## config.mk

```make
export PLATFORM = sky130hd
export DESIGN_NAME = execute_muldiv
export DESIGN_NICKNAME = d
export VERILOG_FILES = /design/src/rtl/execute_muldiv.sv
export SDC_FILE = /design/constraint.sdc
export NUM_CORES = 2
export LEC_CHECK = 0
export ABC_AREA = 1
export CELL_PAD_IN_SITES_DETAIL_PLACEMENT = 1
export CELL_PAD_IN_SITES_GLOBAL_PLACEMENT = 2
export CORE_MARGIN = 5
export CORE_UTILIZATION = 34
export DETAILED_ROUTE_END_ITERATION = 8
export PLACE_DENSITY = 0.95
export RECOVER_POWER = 50
export SYNTH_ARGS = -nofsm -noshare
export SYNTH_HDL_FRONTEND = slang
export SYNTH_SLANG_ARGS = --single-unit
```

## constraint.sdc

```tcl
create_clock -name clk -period 5.45 [get_ports clk]
set_input_delay 1.09 -clock clk [delete_from_list [all_inputs] [get_ports clk]]
set_output_delay 1.09 -clock clk [all_outputs]
set_load 0.02 [all_outputs]
```

## src/rtl/execute_muldiv.sv

```systemverilog
// Iterative RV64M multiply/divide unit placed beside the EX-stage ALU.
// Multiply is shift-add into a 2*XLEN accumulator; divide is restoring.
// Both iterate on magnitudes, and a FIXUP cycle applies sign and W-form
// correction. Latency is fixed at XLEN/UNROLL+2 cycles from accept to result.
module execute_muldiv #(
  parameter int XLEN   = 64,
  parameter int UNROLL = 1
) (
  input  logic            clk,
  input  logic            rst,
  input  logic            valid_i,
  output logic            ready_o,
  input  logic [2:0]      md_op_i,
  input  logic            word_i,
  input  logic [XLEN-1:0] rs1_data_i,
  input  logic [XLEN-1:0] rs2_data_i,
  input  logic            flush_i,
  output logic            result_valid_o,
  input  logic            result_ready_i,
  output logic [XLEN-1:0] result_o,
  output logic            ex_stall_req_valid_o
);

  localparam int   N_ITER = XLEN / UNROLL;
  localparam int   CNT_W  = $clog2(N_ITER);
  localparam logic HAS_W  = (XLEN == 64);

  localparam logic [2:0] OP_MUL    = 3'd0;
  localparam logic [2:0] OP_MULH   = 3'd1;
  localparam logic [2:0] OP_MULHSU = 3'd2;
  localparam logic [2:0] OP_MULHU  = 3'd3;
  localparam logic [2:0] OP_DIV    = 3'd4;
  localparam logic [2:0] OP_DIVU   = 3'd5;
  localparam logic [2:0] OP_REM    = 3'd6;
  localparam logic [2:0] OP_REMU   = 3'd7;

  typedef enum logic [1:0] {
    ST_IDLE  = 2'd0,
    ST_BUSY  = 2'd1,
    ST_FIXUP = 2'd2,
    ST_DONE  = 2'd3
  } state_t;

  state_t state_r, state_nxt_s;

  logic [CNT_W-1:0]  cnt_r;
  logic [2:0]        op_r;
  logic              word_r;
  logic              is_div_r;
  logic              neg_r;
  logic              div_zero_r;
  logic [XLEN-1:0]   a_ext_r;
  logic [XLEN-1:0]   addend_r;
  logic [2*XLEN-1:0] acc_r;
  logic              ready_r;
  logic              result_valid_r;
  logic [XLEN-1:0]   result_r;

  logic              accept_s;
  logic              is_w_s;
  logic              w_unsigned_s;
  logic              a_signed_s;
  logic              b_signed_s;
  logic              is_div_s;
  logic [XLEN-1:0]   a_ext_s;
  logic [XLEN-1:0]   b_ext_s;
  logic              a_neg_s;
  logic              b_neg_s;
  logic [XLEN-1:0]   a_mag_s;
  logic [XLEN-1:0]   b_mag_s;
  logic              neg_s;

  logic [2*XLEN-1:0] acc_step_s;
  logic [XLEN:0]     rem_sh_s;
  logic [XLEN:0]     diff_s;
  logic [XLEN:0]     sum_s;

  logic [2*XLEN-1:0] prod_s;
  logic [XLEN-1:0]   quo_s;
  logic [XLEN-1:0]   rem_s;
  logic [XLEN-1:0]   raw_s;
  logic [XLEN-1:0]   fix_result_s;

  assign accept_s       = (state_r == ST_IDLE) && valid_i && !flush_i;
  assign ready_o        = ready_r;
  assign result_valid_o = result_valid_r;
  assign result_o       = result_r;

  // Next-state selection; flush aborts to IDLE from any state.
  always_comb begin
    state_nxt_s = state_r;
    if (flush_i) begin
      state_nxt_s = ST_IDLE;
    end else begin
      case (state_r)
        ST_IDLE: begin
          if (valid_i) begin
            state_nxt_s = ST_BUSY;
          end else begin
            state_nxt_s = ST_IDLE;
          end
        end
        ST_BUSY: begin
          if (cnt_r == CNT_W'(N_ITER - 1)) begin
            state_nxt_s = ST_FIXUP;
          end else begin
            state_nxt_s = ST_BUSY;
          end
        end
        ST_FIXUP: state_nxt_s = ST_DONE;
        ST_DONE: begin
          if (result_ready_i) begin
            state_nxt_s = ST_IDLE;
          end else begin
            state_nxt_s = ST_DONE;
          end
        end
        default: state_nxt_s = ST_IDLE;
      endcase
    end
  end

  // Stall request is combinational so the pipeline freezes in the issue cycle.
  always_comb begin
    ex_stall_req_valid_o = 1'b0;
    case (state_r)
      ST_IDLE:  ex_stall_req_valid_o = valid_i;
      ST_BUSY:  ex_stall_req_valid_o = 1'b1;
      ST_FIXUP: ex_stall_req_valid_o = 1'b1;
      ST_DONE:  ex_stall_req_valid_o = !result_ready_i;
      default:  ex_stall_req_valid_o = 1'b0;
    endcase
  end

  // Operand preparation at accept: W extension, signedness, magnitudes, result sign.
  always_comb begin
    is_w_s       = word_i && HAS_W;
    w_unsigned_s = (md_op_i == OP_DIVU) || (md_op_i == OP_REMU);
    is_div_s     = md_op_i[2];
    a_signed_s   = 1'b0;
    b_signed_s   = 1'b0;
    case (md_op_i)
      OP_MULH:   begin a_signed_s = 1'b1; b_signed_s = 1'b1; end
      OP_MULHSU: begin a_signed_s = 1'b1; b_signed_s = 1'b0; end
      OP_DIV:    begin a_signed_s = 1'b1; b_signed_s = 1'b1; end
      OP_REM:    begin a_signed_s = 1'b1; b_signed_s = 1'b1; end
      default:   begin a_signed_s = 1'b0; b_signed_s = 1'b0; end
    endcase
    if (is_w_s && w_unsigned_s) begin
      a_ext_s = XLEN'(rs1_data_i[31:0]);
      b_ext_s = XLEN'(rs2_data_i[31:0]);
    end else if (is_w_s) begin
      a_ext_s = XLEN'($signed(rs1_data_i[31:0]));
      b_ext_s = XLEN'($signed(rs2_data_i[31:0]));
    end else begin
      a_ext_s = rs1_data_i;
      b_ext_s = rs2_data_i;
    end
    a_neg_s = a_signed_s && a_ext_s[XLEN-1];
    b_neg_s = b_signed_s && b_ext_s[XLEN-1];
    if (a_neg_s) begin
      a_mag_s = {XLEN{1'b0}} - a_ext_s;
    end else begin
      a_mag_s = a_ext_s;
    end
    if (b_neg_s) begin
      b_mag_s = {XLEN{1'b0}} - b_ext_s;
    end else begin
      b_mag_s = b_ext_s;
    end
    case (md_op_i)
      OP_MULH:   neg_s = a_neg_s ^ b_neg_s;
      OP_MULHSU: neg_s = a_neg_s;
      OP_DIV:    neg_s = a_neg_s ^ b_neg_s;
      OP_REM:    neg_s = a_neg_s;
      default:   neg_s = 1'b0;
    endcase
  end

  // One BUSY cycle of work: UNROLL shift-add or restoring-divide steps.
  always_comb begin
    acc_step_s = acc_r;
    rem_sh_s   = {(XLEN+1){1'b0}};
    diff_s     = {(XLEN+1){1'b0}};
    sum_s      = {(XLEN+1){1'b0}};
    for (int k = 0; k < UNROLL; k++) begin
      if (is_div_r) begin
        // Accumulator holds {remainder, dividend/quotient}; shift one bit in.
        rem_sh_s = acc_step_s[2*XLEN-1:XLEN-1];
        diff_s   = rem_sh_s - {1'b0, addend_r};
        if (!diff_s[XLEN]) begin
          acc_step_s = {diff_s[XLEN-1:0], acc_step_s[XLEN-2:0], 1'b1};
        end else begin
          acc_step_s = {acc_step_s[2*XLEN-2:0], 1'b0};
        end
      end else begin
        // Accumulator holds {partial product, remaining multiplier bits}.
        if (acc_step_s[0]) begin
          sum_s = {1'b0, acc_step_s[2*XLEN-1:XLEN]} + {1'b0, addend_r};
        end else begin
          sum_s = {1'b0, acc_step_s[2*XLEN-1:XLEN]};
        end
        acc_step_s = {sum_s, acc_step_s[XLEN-1:1]};
      end
    end
  end

  // FIXUP: sign correction, divide-by-zero override, half select, W extension.
  always_comb begin
    if (neg_r) begin
      prod_s = {(2*XLEN){1'b0}} - acc_r;
    end else begin
      prod_s = acc_r;
    end
    if (div_zero_r) begin
      quo_s = {XLEN{1'b1}};
      rem_s = a_ext_r;
    end else if (neg_r) begin
      quo_s = {XLEN{1'b0}} - acc_r[XLEN-1:0];
      rem_s = {XLEN{1'b0}} - acc_r[2*XLEN-1:XLEN];
    end else begin
      quo_s = acc_r[XLEN-1:0];
      rem_s = acc_r[2*XLEN-1:XLEN];
    end
    case (op_r)
      OP_MUL:    raw_s = prod_s[XLEN-1:0];
      OP_MULH:   raw_s = prod_s[2*XLEN-1:XLEN];
      OP_MULHSU: raw_s = prod_s[2*XLEN-1:XLEN];
      OP_MULHU:  raw_s = prod_s[2*XLEN-1:XLEN];
      OP_DIV:    raw_s = quo_s;
      OP_DIVU:   raw_s = quo_s;
      OP_REM:    raw_s = rem_s;
      OP_REMU:   raw_s = rem_s;
      default:   raw_s = {XLEN{1'b0}};
    endcase
    if (word_r) begin
      fix_result_s = XLEN'($signed(raw_s[31:0]));
    end else begin
      fix_result_s = raw_s;
    end
  end

  // Control state, iteration counter and registered handshake outputs.
  always_ff @(posedge clk) begin
    if (rst) begin
      state_r        <= ST_IDLE;
      cnt_r          <= {CNT_W{1'b0}};
      ready_r        <= 1'b1;
      result_valid_r <= 1'b0;
      result_r       <= {XLEN{1'b0}};
    end else begin
      state_r        <= state_nxt_s;
      ready_r        <= (state_nxt_s == ST_IDLE);
      result_valid_r <= (state_nxt_s == ST_DONE);
      if (accept_s) begin
        cnt_r <= {CNT_W{1'b0}};
      end else if (state_r == ST_BUSY) begin
        cnt_r <= cnt_r + CNT_W'(1);
      end else begin
        cnt_r <= cnt_r;
      end
      if ((state_r == ST_FIXUP) && (state_nxt_s == ST_DONE)) begin
        result_r <= fix_result_s;
      end else begin
        result_r <= result_r;
      end
    end
  end

  // Datapath: latch the prepared operation on accept, iterate while BUSY.
  always_ff @(posedge clk) begin
    if (rst) begin
      op_r       <= 3'd0;
      word_r     <= 1'b0;
      is_div_r   <= 1'b0;
      neg_r      <= 1'b0;
      div_zero_r <= 1'b0;
      a_ext_r    <= {XLEN{1'b0}};
      addend_r   <= {XLEN{1'b0}};
      acc_r      <= {(2*XLEN){1'b0}};
    end else if (accept_s) begin
      op_r       <= md_op_i;
      word_r     <= is_w_s;
      is_div_r   <= is_div_s;
      neg_r      <= neg_s;
      div_zero_r <= is_div_s && (b_ext_s == {XLEN{1'b0}});
      a_ext_r    <= a_ext_s;
      if (is_div_s) begin
        addend_r <= b_mag_s;
        acc_r    <= {{XLEN{1'b0}}, a_mag_s};
      end else begin
        addend_r <= a_mag_s;
        acc_r    <= {{XLEN{1'b0}}, b_mag_s};
      end
    end else if (state_r == ST_BUSY) begin
      acc_r <= acc_step_s;
    end else begin
      acc_r <= acc_r;
    end
  end

endmodule

```

======== Word-level counts from Yosys, hierarchy flattened ========
Cells that the tools add are included.
operators by class
  reductions and logical operators ........ 24
  $add $sub $neg .......................... 8
  eq/ne operators ......................... 18
  multiplexer cells ....................... 29
  bitwise operators ....................... 1
operators with widths
  operator                   number
  $mux W64                   13
  $mux W128                  5
  $pmux W64 S4               1
  $sub A1 B64 Y64 const A    4
  $sub A1 B128 Y128 const A  1
  $add A64 B64 Y65           1
  $mux W65                   1
  $sub A65 B64 Y65           1
  $logic_not A64 Y1          1
  $eq A3 B3 Y1 const B       8
  $reduce_or A2 Y1           6
  $eq A3 B2 Y1 const B       3
  $pmux W2 S4                1
  $logic_and A1 B1 Y1        7
  $add A6 B1 Y6 const B      1
  $eq A2 B2 Y1 const B       3
  $eq A3 B1 Y1 const B       2
  $eq A6 B6 Y1 const B       1
  $mux W2                    3
  $reduce_or A3 Y1           2
  $logic_not A2 Y1           2
  $reduce_or A4 Y1           1
  $logic_not A3 Y1           1
  $mux W1                    3
  other kinds (7)            8
storage, ports and cells
  logic and storage cells ................. 93
  output and inout port bits .............. 67
  register bits ........................... 337

======== Logic depth before layout (Yosys ltp) ========
  word-level depth ........................ 8
  gate-level depth with buffers ........... 22

======== Worst setup path before layout ========
Ideal clock, no wire load.
  kind .................................... in2reg
  start point ............................. input port rs1_data_i[1]
  end point ............................... register acc_r[62]
  path slack .............................. 2627 ps
  arrival time ............................ 2715 ps
  cell stages on the path ................. 17
  path buffers ............................ 0
  required time ........................... 5341 ps
  cell sequence ........................... inv_1 -> ha_1 -> nand2_1 -> nor2_1 -> nand2_1 -> nor2_1 -> nand2_1 -> o21ai_2 -> nand3_4 -> nor2_8 -> nand3_1 -> nand2_1 -> nand2_1 -> nand2_1 -> nand3_1 -> nand2_1 -> inv_1
on the way
  word-level cells in the longest chain between the ends .. 6
ends and longest elaborated chain
  element               line  text
  from (decl)           15    input logic [XLEN-1:0] rs1_data_i,
  $mux W64              152   end else if (is_w_s) begin
  $mux W64 (*)          149   if (is_w_s && w_unsigned_s) begin
  $sub A1 B64 Y64 (*)   162   a_mag_s = {XLEN{1'b0}} - a_ext_s;
  $mux W64 (*)          161   if (a_neg_s) begin
  $mux W64 (*)          288   if (is_div_s) begin
  $mux W128 (*)         281   end else if (accept_s) begin
  to (signal assigned)  280   acc_r <= {(2*XLEN){1'b0}};
  to (signal assigned)  290   acc_r <= {{XLEN{1'b0}}, a_mag_s};
  to (signal assigned)  293   acc_r <= {{XLEN{1'b0}}, b_mag_s};
  to (decl)             54    logic [2*XLEN-1:0] acc_r;
Mark *: on every way between the ends. The rest lies on a longest branch, timed or not.
A chain may end at the register's enable or synchronous reset.

======== Worst setup path in the final report ========
  start point ............................. input port flush_i
  end point ............................... register a_ext_r[56]
on the way
  word-level cells in the longest chain between the ends .. 2
ends and longest elaborated chain
  element               line  text
  from (decl)           17    input logic flush_i,
  $logic_not A1 Y1      84    assign accept_s = (state_r == ST_IDLE) && valid_i && !flush_i;
  $logic_and A1 B1 Y1   84
  to (signal assigned)  278   a_ext_r <= {XLEN{1'b0}};
  to (signal assigned)  287   a_ext_r <= a_ext_s;
  to (decl)             52    logic [XLEN-1:0] a_ext_r;
No other way between the ends.

==> out/results.ini <==
[cts]
clk_pin_slew_ns = 0.07
postCtsSetupBuffers = 0
clockBufferDepth = 3
h-tree-depth = 2
clock_latency_ns = 0.68
cts_inserted_buffers = 46
tritoncts = built
postCtsResizedCells = 0
holdBufCountCts = 0
cts.sinks = 336
cts_root_buf = clkbuf_16

[drt]
drt-total-wl_um = 272000
avgRoutedWirePerCell_um = 29.3
routed_via_density = 5.82
num_vias = 54000
ant_nets = 0
drc = 0
dr.pass1.iters = 5
drt_iter0_drc = 6399

[status]
status = finished clean

[floorplan]
core_um2 = 118000
dieArea_um2 = 126000
rows = 126
ios = 204
start_util = 0.342
die_w_um = 354
dieHeight_um = 354

[grt]
grt_pass1_wl_um = 377000
antenna_found_initial = 18
grt_max_degree = 163
grtUsageTotal = 0.412
grt_pass1_vias = 51700
grt_overflow = 0

[final_layout]
area_growth_pct = 13.4
nNetsFinal = 7980
final_cell_mix = nand2_1, inv_1, nor2_1
final_common_cell = nand2_1
drive_gt1_frac = 0.0444
utilization = 0.388

[yosys]
synth_flop_cell = dfxtp_1
synth_warnings = 0
yosysTopAreaCellShare = 0.242
synthArstFlopShare = 0
synth_cells = 7627
synth_top_family_by_area = simple AND/OR/NAND/NOR gates
synth_nets = 7904
synth_enable_flop_cells = 0
synth.distinct_cells = 59
ys_top_cells_by_area = nand2_1, dfxtp_1, inv_1
synthAdderAreaFrac = 0.0438
synth_compound_area_frac = 0.159
yosys.area_share.xor_xnor = 0.0378
synth.avg_cell_area_um2 = 5.29
seq_area_frac_synth = 0.167
ys_ff_latch = 336
syn_area_um2 = 40300
synth_area_leader_cell = nand2_1
synth.area.mux_share = 0
synthSimpleGateAreaFrac = 0.448

[timing]
maxSlewViolCount = 0
worst_slew_margin_rel = 0.0443
setup_viol = 0
layout_min_cycle_time_ns = 4.79
worst_pin_slew_ns = 1.43
clock_skew_ns = 0.0492
final_hold_viol_count = 0
max_freq_ghz = 0.209
fin_crit_sh = 0.879
rsz0062_at_grt = false
setup_tns_ns = 0
fin_hold_ws_ns = 0.464

[power]
vdd_drop_max_mv = 0.232
power_switching_uw = 5550
power_density_nw_per_um2 = 253
p_seq_frac = 0.245
swShare = 0.479
p_int_uw = 6020
pwr-share-clk = 0.310
pwr-share-comb = 0.445
p_leak_uw = 0.0238

[setup_path]
crit_arrival_ns = 5.31
startpoint_type = input pin
r2r_slack_ns = 0.86
critical_path.endpoint_type = flop
crit_type = input pin to flop
cp_max_fo = 43
worst_ep_required_time_ns = 5.97

[job]
cap_violations = 0

[place]
gp_congestion = 1.09
place_hpwl_um = 224000
portBuffers = 203

[min_path]
hp-class = flop to flop

[routing by layer]
layer	GRT usage	vias to the layer above	share of wire
li1	-	24400	-
met1	0.535	26200	0.41
met2	0.607	2801	0.41
met3	0.126	591	0.12
met4	0.228	12	0.069
met5	0	-	0.00026
[sequential cells by signal (all words and copies together) (netlist names)]
signal,flops
op_r,3
neg_r,1
cnt_r,6
word_r,1
acc_r,128
result_valid_o,1
div_zero_r,1
state_r,2
ready_o,1
addend_r,64
result_o,64
a_ext_r,64
[kinds of logic (layout without fill, tap and decap cells)]
kind of cell	count (synthesis)	count (layout)
and+or+nand+nor	4362	4362
adders and majority gates	140	140
buffers and inverters	1488	1601
DFF	336	336
xor gates and xnor gates	173	173
AOI/OAI and AO/OA	1128	1128
other	0	10
[Yosys cell counts (16+ instances only)]
cell type and number:
inv_2 20, buf_2 52, buf_6 21, xor2_1 123, nand3b_1 47, nor3_1 56
nand2_1 2601, ha_1 138, nor4_1 17, nand2_2 25, dfxtp_1 336, o21a_1 17
nor2_2 24, o21ai_0 337, o22ai_1 51, buf_1 44, xnor2_1 49, a221oi_1 63
clkbuf_1 188, o21ai_1 26, nand4_1 64, o211ai_1 71, nor2_1 755, nand3_1 730
a21oi_1 479, or2_2 16, o21bai_1 22, inv_1 1153
[power by group through the flow]
stage / clock (uW) / combinational [uW] / sequential, uW
global placement: 0 / 4870 / 2860
CTS: 3580 / 4940 / 2810
global route: 3670 / 5420 / 2820
finish: 3590 / 5150 / 2830
detailed placement: 0 / 4920 / 2860
floorplan: 0 / 2940 / 2720
[final cells by class]
cell class | count | area (um2)
Fill cell | 16700 | 72200
Antenna cell | 10 | 25.0
Sequential cell | 336 | 6740
Timing Repair Buffer | 340 | 3110
Multi-Input combinational cell | 5803 | 27800
Clock inverter | 26 | 428
Inverter | 1176 | 4420
Tap cell | 1536 | 1920
Clock buffer | 59 | 1270
[metrics by stage]
stage	instances	area [um2]	total power, uW	worst slack [ns]
3_3_place_gp	9190	44000	7730	0.826
2_1_floorplan	7627	40300	5650	2.63
6_report	9286	45700	11600	0.660
3_5_place_dp	9191	44000	7780	1.01
5_1_grt	9276	45700	11900	0.659
4_1_cts	9276	45700	11300	1.28
[path summary, 6_finish.rpt]
check                            startpoint  depth (start not counted)      endpoint
worst min-delay path            a_ext_r[30]                          2   a_ext_r[30]
worst max register to register   state_r[1]                         10  result_o[14]
worst min register to register  a_ext_r[30]                          2   a_ext_r[30]
worst max-delay path                flush_i                          7   a_ext_r[56]
[critical path, cell delays in order]
cell	delay, ns
dlygate4sd3_1	0.56
inv_1	0.09
nand3_1	0.39
inv_1	1.20
nand2_1	0.92
buf_4	0.58
o22ai_1	0.45
Power figures use the tool's default switching activity.
